==> src/rtl/intersection_ctrl.sv <==
// Control sequencer for the three-phase ray/triangle intersection datapath.
// Steps sel1/sel2 per job, samples det/u/v/t, and keeps the nearest hit for the ray.
module intersection_ctrl #(
    parameter int FIXED_W   = 32,
    parameter int FRAC_W    = 16,
    parameter int ID_W      = 16,
    parameter int PHASE_CYC = 2,
    parameter int EPS       = 1
) (
    input  logic               clock,
    input  logic               reset_n,
    input  logic               tri_valid,
    output logic               tri_ready,
    input  logic [ID_W-1:0]    tri_id,
    input  logic               tri_last,
    output logic               sel1,
    output logic               sel2,
    input  logic [FIXED_W-1:0] dp_det,
    input  logic [FIXED_W-1:0] dp_u,
    input  logic [FIXED_W-1:0] dp_v,
    input  logic [FIXED_W-1:0] dp_t,
    output logic               res_valid,
    input  logic               res_ready,
    output logic               res_hit,
    output logic [ID_W-1:0]    res_id,
    output logic [FIXED_W-1:0] res_t,
    output logic [FIXED_W-1:0] res_u,
    output logic [FIXED_W-1:0] res_v,
    output logic               busy
);

    localparam int CNT_W = (PHASE_CYC > 1) ? $clog2(PHASE_CYC) : 1;
    localparam logic [CNT_W-1:0] CNT_LOAD = CNT_W'(PHASE_CYC - 1);
    localparam logic signed [FIXED_W-1:0] T_MAX = {1'b0, {(FIXED_W-1){1'b1}}};
    localparam logic signed [FIXED_W-1:0] S_MIN = {1'b1, {(FIXED_W-1){1'b0}}};
    localparam logic signed [FIXED_W-1:0] EPS_V = FIXED_W'(EPS);
    localparam logic signed [FIXED_W:0]   ONE_V = {{(FIXED_W-FRAC_W){1'b0}}, 1'b1, {FRAC_W{1'b0}}};

    typedef enum logic [2:0] {IDLE, PH_U, PH_V, PH_T, EVAL, RESULT} state_e;

    typedef struct packed {
        logic               hit;
        logic [ID_W-1:0]    id;
        logic [FIXED_W-1:0] t;
        logic [FIXED_W-1:0] u;
        logic [FIXED_W-1:0] v;
    } best_rec_t;

    localparam best_rec_t BEST_RST = '{hit: 1'b0, id: '0, t: T_MAX, u: '0, v: '0};

    state_e             state_q, state_d;
    logic [CNT_W-1:0]   cnt_q, cnt_d;
    logic [ID_W-1:0]    id_q, id_d;
    logic               last_q, last_d;
    logic [FIXED_W-1:0] det_q, det_d;
    logic [FIXED_W-1:0] u_q, u_d;
    logic [FIXED_W-1:0] v_q, v_d;
    best_rec_t          best_q, best_d;
    logic               tri_ready_q, tri_ready_d;
    logic               sel1_q, sel1_d;
    logic               sel2_q, sel2_d;
    logic               res_valid_q, res_valid_d;
    logic               busy_q, busy_d;

    logic signed [FIXED_W-1:0] det_s, u_s, v_s, t_s, best_t_s, det_abs;
    logic signed [FIXED_W:0]   uv_sum;
    logic                      hit_w, cnt_last, cnt_first;

    assign det_s    = det_q;
    assign u_s      = u_q;
    assign v_s      = v_q;
    assign t_s      = dp_t;
    assign best_t_s = best_q.t;

    // One extra bit keeps u+v from wrapping before the ONE comparison.
    assign uv_sum = {u_s[FIXED_W-1], u_s} + {v_s[FIXED_W-1], v_s};

    always_comb begin
        if (det_s == S_MIN)   det_abs = T_MAX;
        else if (det_s < 0)   det_abs = -det_s;
        else                  det_abs = det_s;
    end

    // Strict less-than on t: an equal later hit never displaces the stored one.
    assign hit_w = (det_abs >= EPS_V) && !u_s[FIXED_W-1] && !v_s[FIXED_W-1] &&
                   (uv_sum <= ONE_V) && (t_s >= EPS_V) && (t_s < best_t_s);

    assign cnt_last  = (cnt_q == '0);
    assign cnt_first = (cnt_q == CNT_LOAD);

    always_comb begin
        state_d = state_q;
        cnt_d   = cnt_q;
        id_d    = id_q;
        last_d  = last_q;
        det_d   = det_q;
        u_d     = u_q;
        v_d     = v_q;
        best_d  = best_q;
        case (state_q)
            IDLE: begin
                if (tri_valid && tri_ready_q) begin
                    id_d    = tri_id;
                    last_d  = tri_last;
                    cnt_d   = CNT_LOAD;
                    state_d = PH_U;
                end
            end
            PH_U: begin
                if (cnt_last) begin
                    det_d   = dp_det;
                    cnt_d   = CNT_LOAD;
                    state_d = PH_V;
                end else begin
                    cnt_d = cnt_q - CNT_W'(1);
                end
            end
            PH_V: begin
                if (cnt_first) u_d = dp_u;
                if (cnt_last) begin
                    cnt_d   = CNT_LOAD;
                    state_d = PH_T;
                end else begin
                    cnt_d = cnt_q - CNT_W'(1);
                end
            end
            PH_T: begin
                if (cnt_first) v_d = dp_v;
                if (cnt_last) state_d = EVAL;
                else          cnt_d   = cnt_q - CNT_W'(1);
            end
            EVAL: begin
                if (hit_w) best_d = '{hit: 1'b1, id: id_q, t: dp_t, u: u_q, v: v_q};
                state_d = last_q ? RESULT : IDLE;
            end
            RESULT: begin
                if (res_ready) begin
                    best_d  = BEST_RST;
                    state_d = IDLE;
                end
            end
            default: state_d = IDLE;
        endcase
    end

    // Outputs are decoded from the next state so they switch only on state-entry edges.
    always_comb begin
        tri_ready_d = (state_d == IDLE);
        sel1_d      = (state_d == PH_V) || (state_d == PH_T);
        sel2_d      = (state_d == PH_T);
        res_valid_d = (state_d == RESULT);
        busy_d      = (state_d != IDLE);
    end

    always_ff @(posedge clock or negedge reset_n) begin
        if (!reset_n) begin
            state_q     <= IDLE;
            cnt_q       <= '0;
            id_q        <= '0;
            last_q      <= 1'b0;
            det_q       <= '0;
            u_q         <= '0;
            v_q         <= '0;
            best_q      <= BEST_RST;
            tri_ready_q <= 1'b0;
            sel1_q      <= 1'b0;
            sel2_q      <= 1'b0;
            res_valid_q <= 1'b0;
            busy_q      <= 1'b0;
        end else begin
            state_q     <= state_d;
            cnt_q       <= cnt_d;
            id_q        <= id_d;
            last_q      <= last_d;
            det_q       <= det_d;
            u_q         <= u_d;
            v_q         <= v_d;
            best_q      <= best_d;
            tri_ready_q <= tri_ready_d;
            sel1_q      <= sel1_d;
            sel2_q      <= sel2_d;
            res_valid_q <= res_valid_d;
            busy_q      <= busy_d;
        end
    end

    assign tri_ready = tri_ready_q;
    assign sel1      = sel1_q;
    assign sel2      = sel2_q;
    assign res_valid = res_valid_q;
    assign busy      = busy_q;
    assign res_hit   = best_q.hit;
    assign res_id    = best_q.id;
    assign res_t     = best_q.t;
    assign res_u     = best_q.u;
    assign res_v     = best_q.v;

endmodule

==> config.mk <==
export PLATFORM = sky130hd
export DESIGN_NAME = intersection_ctrl
export DESIGN_NICKNAME = d
export VERILOG_FILES = /design/src/rtl/intersection_ctrl.sv
export SDC_FILE = /design/constraint.sdc
export NUM_CORES = 1
export LEC_CHECK = 0
export CORE_ASPECT_RATIO = 1.2
export CORE_MARGIN = 5
export CORE_UTILIZATION = 26
export CTS_BUF_LIST = sky130_fd_sc_hd__clkbuf_16
export DETAILED_ROUTE_END_ITERATION = 7
export PLACE_DENSITY_LB_ADDON = 0.2
export SLEW_MARGIN = 10
export SYNTH_ARGS = -nofsm -noshare
export SYNTH_HDL_FRONTEND = slang
export SYNTH_SLANG_ARGS = --single-unit
export TNS_END_PERCENT = 30
==> constraint.sdc <==
create_clock -name clock -period 5.3 [get_ports clock]
set_input_delay 1.325 -clock clock [delete_from_list [all_inputs] [get_ports clock]]
set_output_delay 1.325 -clock clock [all_outputs]
set_load 0.01 [all_outputs]
After elaboration in Yosys (flattened, before gate mapping) --
Index checks and enable logic that the tools add are counted.
Storage, ports and cells: ROM bits 0, bits in writable memories 0, latch bits 0, memories kept 0, word-level logic and storage cells 75, bits in registers 235, input bits 149
Operators by class: mux-type cells 16, multipliers 0, magnitude comparators 5, reduce and logical (&&, ||, !) cells 21, shift operators 0, divide/modulo/power cells 0, add/subtract/negate cells 3, eq/ne operators 12, bitwise logic cells 1
Operator list (number):
- $mux W113 | 2
- $pmux W113 S2 | 1
- $ge A32 B2 Y1 const B | 2
- $mux W32 | 2
- $add A32 B32 Y33 | 1
- $le A33 B18 Y1 const B | 1
- $eq A32 B32 Y1 const B | 1
- $lt A32 B1 Y1 const B | 1
- $lt A32 B32 Y1 | 1
- $neg A32 Y32 | 1
- $mux W3 | 6
- $pmux W3 S6 | 1
- $eq A3 B2 Y1 const B | 4
- $reduce_and A2 Y1 | 5
- $eq A3 B3 Y1 const B | 3
- $logic_and A1 B1 Y1 | 6
- $logic_not A3 Y1 | 2
- $ne A2 B2 Y1 const B | 3
- $reduce_bool A3 Y1 | 2
- $eq A3 B1 Y1 const B | 1
- $mux W1 | 3
- $pmux W1 S3 | 1
- $reduce_and A3 Y1 | 1
- $logic_not A1 Y1 | 2
- other kinds (5) | 5

Depth between registers and ports, before layout --
depth in word-level cells 11, gate-level depth with buffers 16

Least setup slack after synthesis --
No wires, ideal clock.
path kind input to register, start point in dp_t[19], end point reg best_q (netlist bit res_id[15]), arrival 4.185 ns, required time 5.196 ns, path slack 1.012 ns, stages on the path 12, cells stage by stage ha_1 -> a211oi_1 -> o21ai_0 -> a2111oi_0 -> o311ai_0 -> a31oi_1 -> mux2_2 -> a211oi_2 -> buf_2 -> buf_1 -> nand4_1 -> o311ai_1
On the way: word-level cells in the longest chain between the ends 5
Ends and longest elaborated chain:
- start, declared | RTL line 21 | input logic [FIXED_W-1:0] dp_t,
- $ge A32 B2 Y1 | RTL line 86 | (uv_sum <= ONE_V) && (t_s >= EPS_V) && (t_s < best_t_s);
- $logic_and A1 B1 Y1 | RTL line 86
- $logic_and A1 B1 Y1 (*) | RTL line 86
- $ne A2 B2 Y1 (no line) (*)
- $reduce_and A3 Y1 (no line) (*)
- end signal, assigned | RTL line 178 | best_q <= best_d;
- end, declared | RTL line 58 | best_rec_t best_q, best_d;
Mark *: on every way between the ends. The rest lies on a longest branch, timed or not. A chain may end at the register's enable or synchronous reset.

Worst setup path in the final report --
start point in dp_t[5], end point reg best_q (netlist bit res_t[19])
Same word-level chain as after synthesis.

==> qor.yml <==
chipHeight_um: 276
ys_types: 74
track_usage: 0.172
power_mw: 12.0
netlist_area_um2: 15300
start_util: 0.262
syn-num-nets: 1940
critPathTopFamily: "compound AO/OA/AOI/OAI gates"
worstMarginPinSlew_ps: 904
async_reset_ff_frac: 1.00
clockRootBuffer: "clkbuf_16"
wl_per_cell_um: 20.8
setup_viol: 0
dp.cells: 2687
grt_pass1_wl_um: 88000
start_kind: "primary input"
fin_nets: 2141
cts_made_buffers: 30
htreeDepth: 1
drv_slew: 0
placementRows: 97
drc: 0
fin_skew_ps: 20.4
ys_seq_area_frac: 0.387
syn_to_final_growth_pct: 30.2
status: "complete, no violations"
ioPinCount: 267
vias: 14800
min_period_ps: 4510
drt_first_iter_violations: 1151
die_w_um: 231
hold_viol_final: 0
cts_tree: "built"
netlist_instances: 1726
viasPerCell: 5.38
antenna_found_initial: 2
clk_pin_slew_ps: 60
hp-class: "reg -> reg"
insertion_delay_ps: 580
worstPathMaxFanout: 40
synth_area_per_cell_um2: 8.86
grt_max_degree: 157
grt_pass1_vias: 14900
p_leak_nw: 7.61
relSlewSlack: 0.392
coreArea_um2: 58400
cp_cell_sequence: "clkdlybuf4s50_1 -> ha_1 -> a21o_1 -> a2111oi_0 -> buf_4 -> o21a_1 -> o311ai_0 -> a31oi_1 -> mux2_2 -> a211oi_4 -> buf_4 -> inv_2 -> buf_12 -> nor4_1 -> nor3_1"
peakVddDrop_mv: 0.921
end_kind: "register"
cap_violations: 0
synth_warnings: 0
wl_um: 57000
ant_nets: 0
crit_type: "in -> reg"
hold_buffers: 0
worst-path-buf-inv: 5
synth_seq_cells: 235
powerDensity_nw_per_um2: 604
layout_common_cells: "clkdlybuf4s50_1 (265), dfrtp_1 (204), nor2_1 (164), nand2_1 (162), mux2_2 (107)"
cts_num_sinks: 235
synth_edf_count: 0
synthTopCellsByArea: "dfrtp_1 (33%), mux2_2 (7.9%), dfstp_2 (5.3%)"
ctsResizeCount: 0
setup-tns-final_ps: 0
path_common_cell: "buf_4"
max_stage_delay_ps: 500
cts_buffer_depth: 3
overflow: 0
crit_required_ps: 5800
gp_congestion: 0.831
final_common_cell: "clkdlybuf4s50_1"
maxClockFrequency_ghz: 0.222
synth_top_area_cell: "dfrtp_1"
rsz0062_at_grt: "false"
synth_ff_type: "dfrtp_1"
post_cts_buffers: 0
final_cells: 2744
netlist.area_leader.share: 0.334
dieArea_um2: 63800
finalInstanceArea_um2: 19900
slowest_stage: "clkdlybuf4s50_1"
io_buffers: 266
drive_above_1_share: 0.130
finalCritPeriodShare: 0.850
utilization: 0.341
place_hpwl_um: 40700
arrival_ps: 5010
drtPass1Iterations: 5
place_area_um2: 18900
-- routing by layer --
metal	up-vias	track usage	part of all wire
met1	7264	0.216	0.42
met4	2	0.0551	0.033
met2	432	0.303	0.50
li1	6962	-	-
met5	-	0	0.00023
met3	98	0.0260	0.049
-- final timing paths --
path	from	end	slack [ps]	depth (start not counted)
worst min-delay path	res_v[31]	res_v[31]	510	2
worst max register to register	u_q[0]	res_u[8]	820	13
worst min register to register	res_v[31]	res_v[31]	510	2
min in group asynchronous	reset_n	det_q[16]	720	1
max in group asynchronous	reset_n	state_q[2]	3420	2
worst max-delay path	dp_t[5]	res_t[19]	790	15
-- flip-flops by register name, indices dropped and copies added, names as in the netlist --
| register | count |
|---|---|
| busy | 1 |
| tri_ready | 1 |
| det_q | 32 |
| sel2 | 1 |
| state_q | 3 |
| v_q | 32 |
| last_q | 1 |
| res_t | 32 |
| res_valid | 1 |
| res_id | 16 |
| res_u | 32 |
| u_q | 32 |
| res_hit | 1 |
| id_q | 16 |
| cnt_first | 1 |
| res_v | 32 |
| sel1 | 1 |
-- logic make-up after synthesis --
logic type               synth area share
AND/OR/NAND/NOR                     0.212
AO/OA/AOI/OAI                       0.199
flip-flops                          0.387
buffers and inverters              0.0553
multiplexers                       0.0814
adder cells (fa/ha/maj)            0.0537
XOR/XNOR                           0.0115
-- report_power, final --
group / internal, mW / switching [mW]
logic: 2.48 / 4.30
registers: 2.37 / 0.800
clock network: 1.22 / 0.861
total: 6.07 / 5.96
-- synth_stat cells (all sizes together) (6+ instances only) --
library cell and instances:
a211oi 15, a21o 16, a21oi 89, a31oi 91, and3 9, and4 8, buf 44, clkbuf 105
dfrtp 204, dfstp 31, ha 64, inv 51, mux2 107, nand2 162, nand2b 38, nand3 13
nand4 100, nor2 165, nor2b 11, nor3 47, nor3b 6, nor4 55, o211ai 11, o21ai 55
o311ai 81, o31ai 34, or3 11, or4 9, xnor2 11, xor2 9
-- tightest hold or removal path: stages, from the launching register on --
cell,delay (ps)
dfrtp_1,370
nand2_1,60
a21oi_1,40
-- layout make-up --
cell class              count  area, um2
inverters                  51        191
well taps                 792        991
clock inverters            26        239
multi-input cells        1291       8590
repair buffers            318       3220
flip-flops and latches    235       5920
clock buffers              30        751
diodes                      1       2.50
fillers                  5984      38500
-- through the flow --
step | setup WS (ps) | hold WS [ps]
after floorplan | 1010 | 481
after global placement | 221 | 491
after detailed placement | 206 | 499
after CTS | 771 | 512
after global routing | 417 | 535
final | 794 | 509
Power figures use the tool's default switching activity.
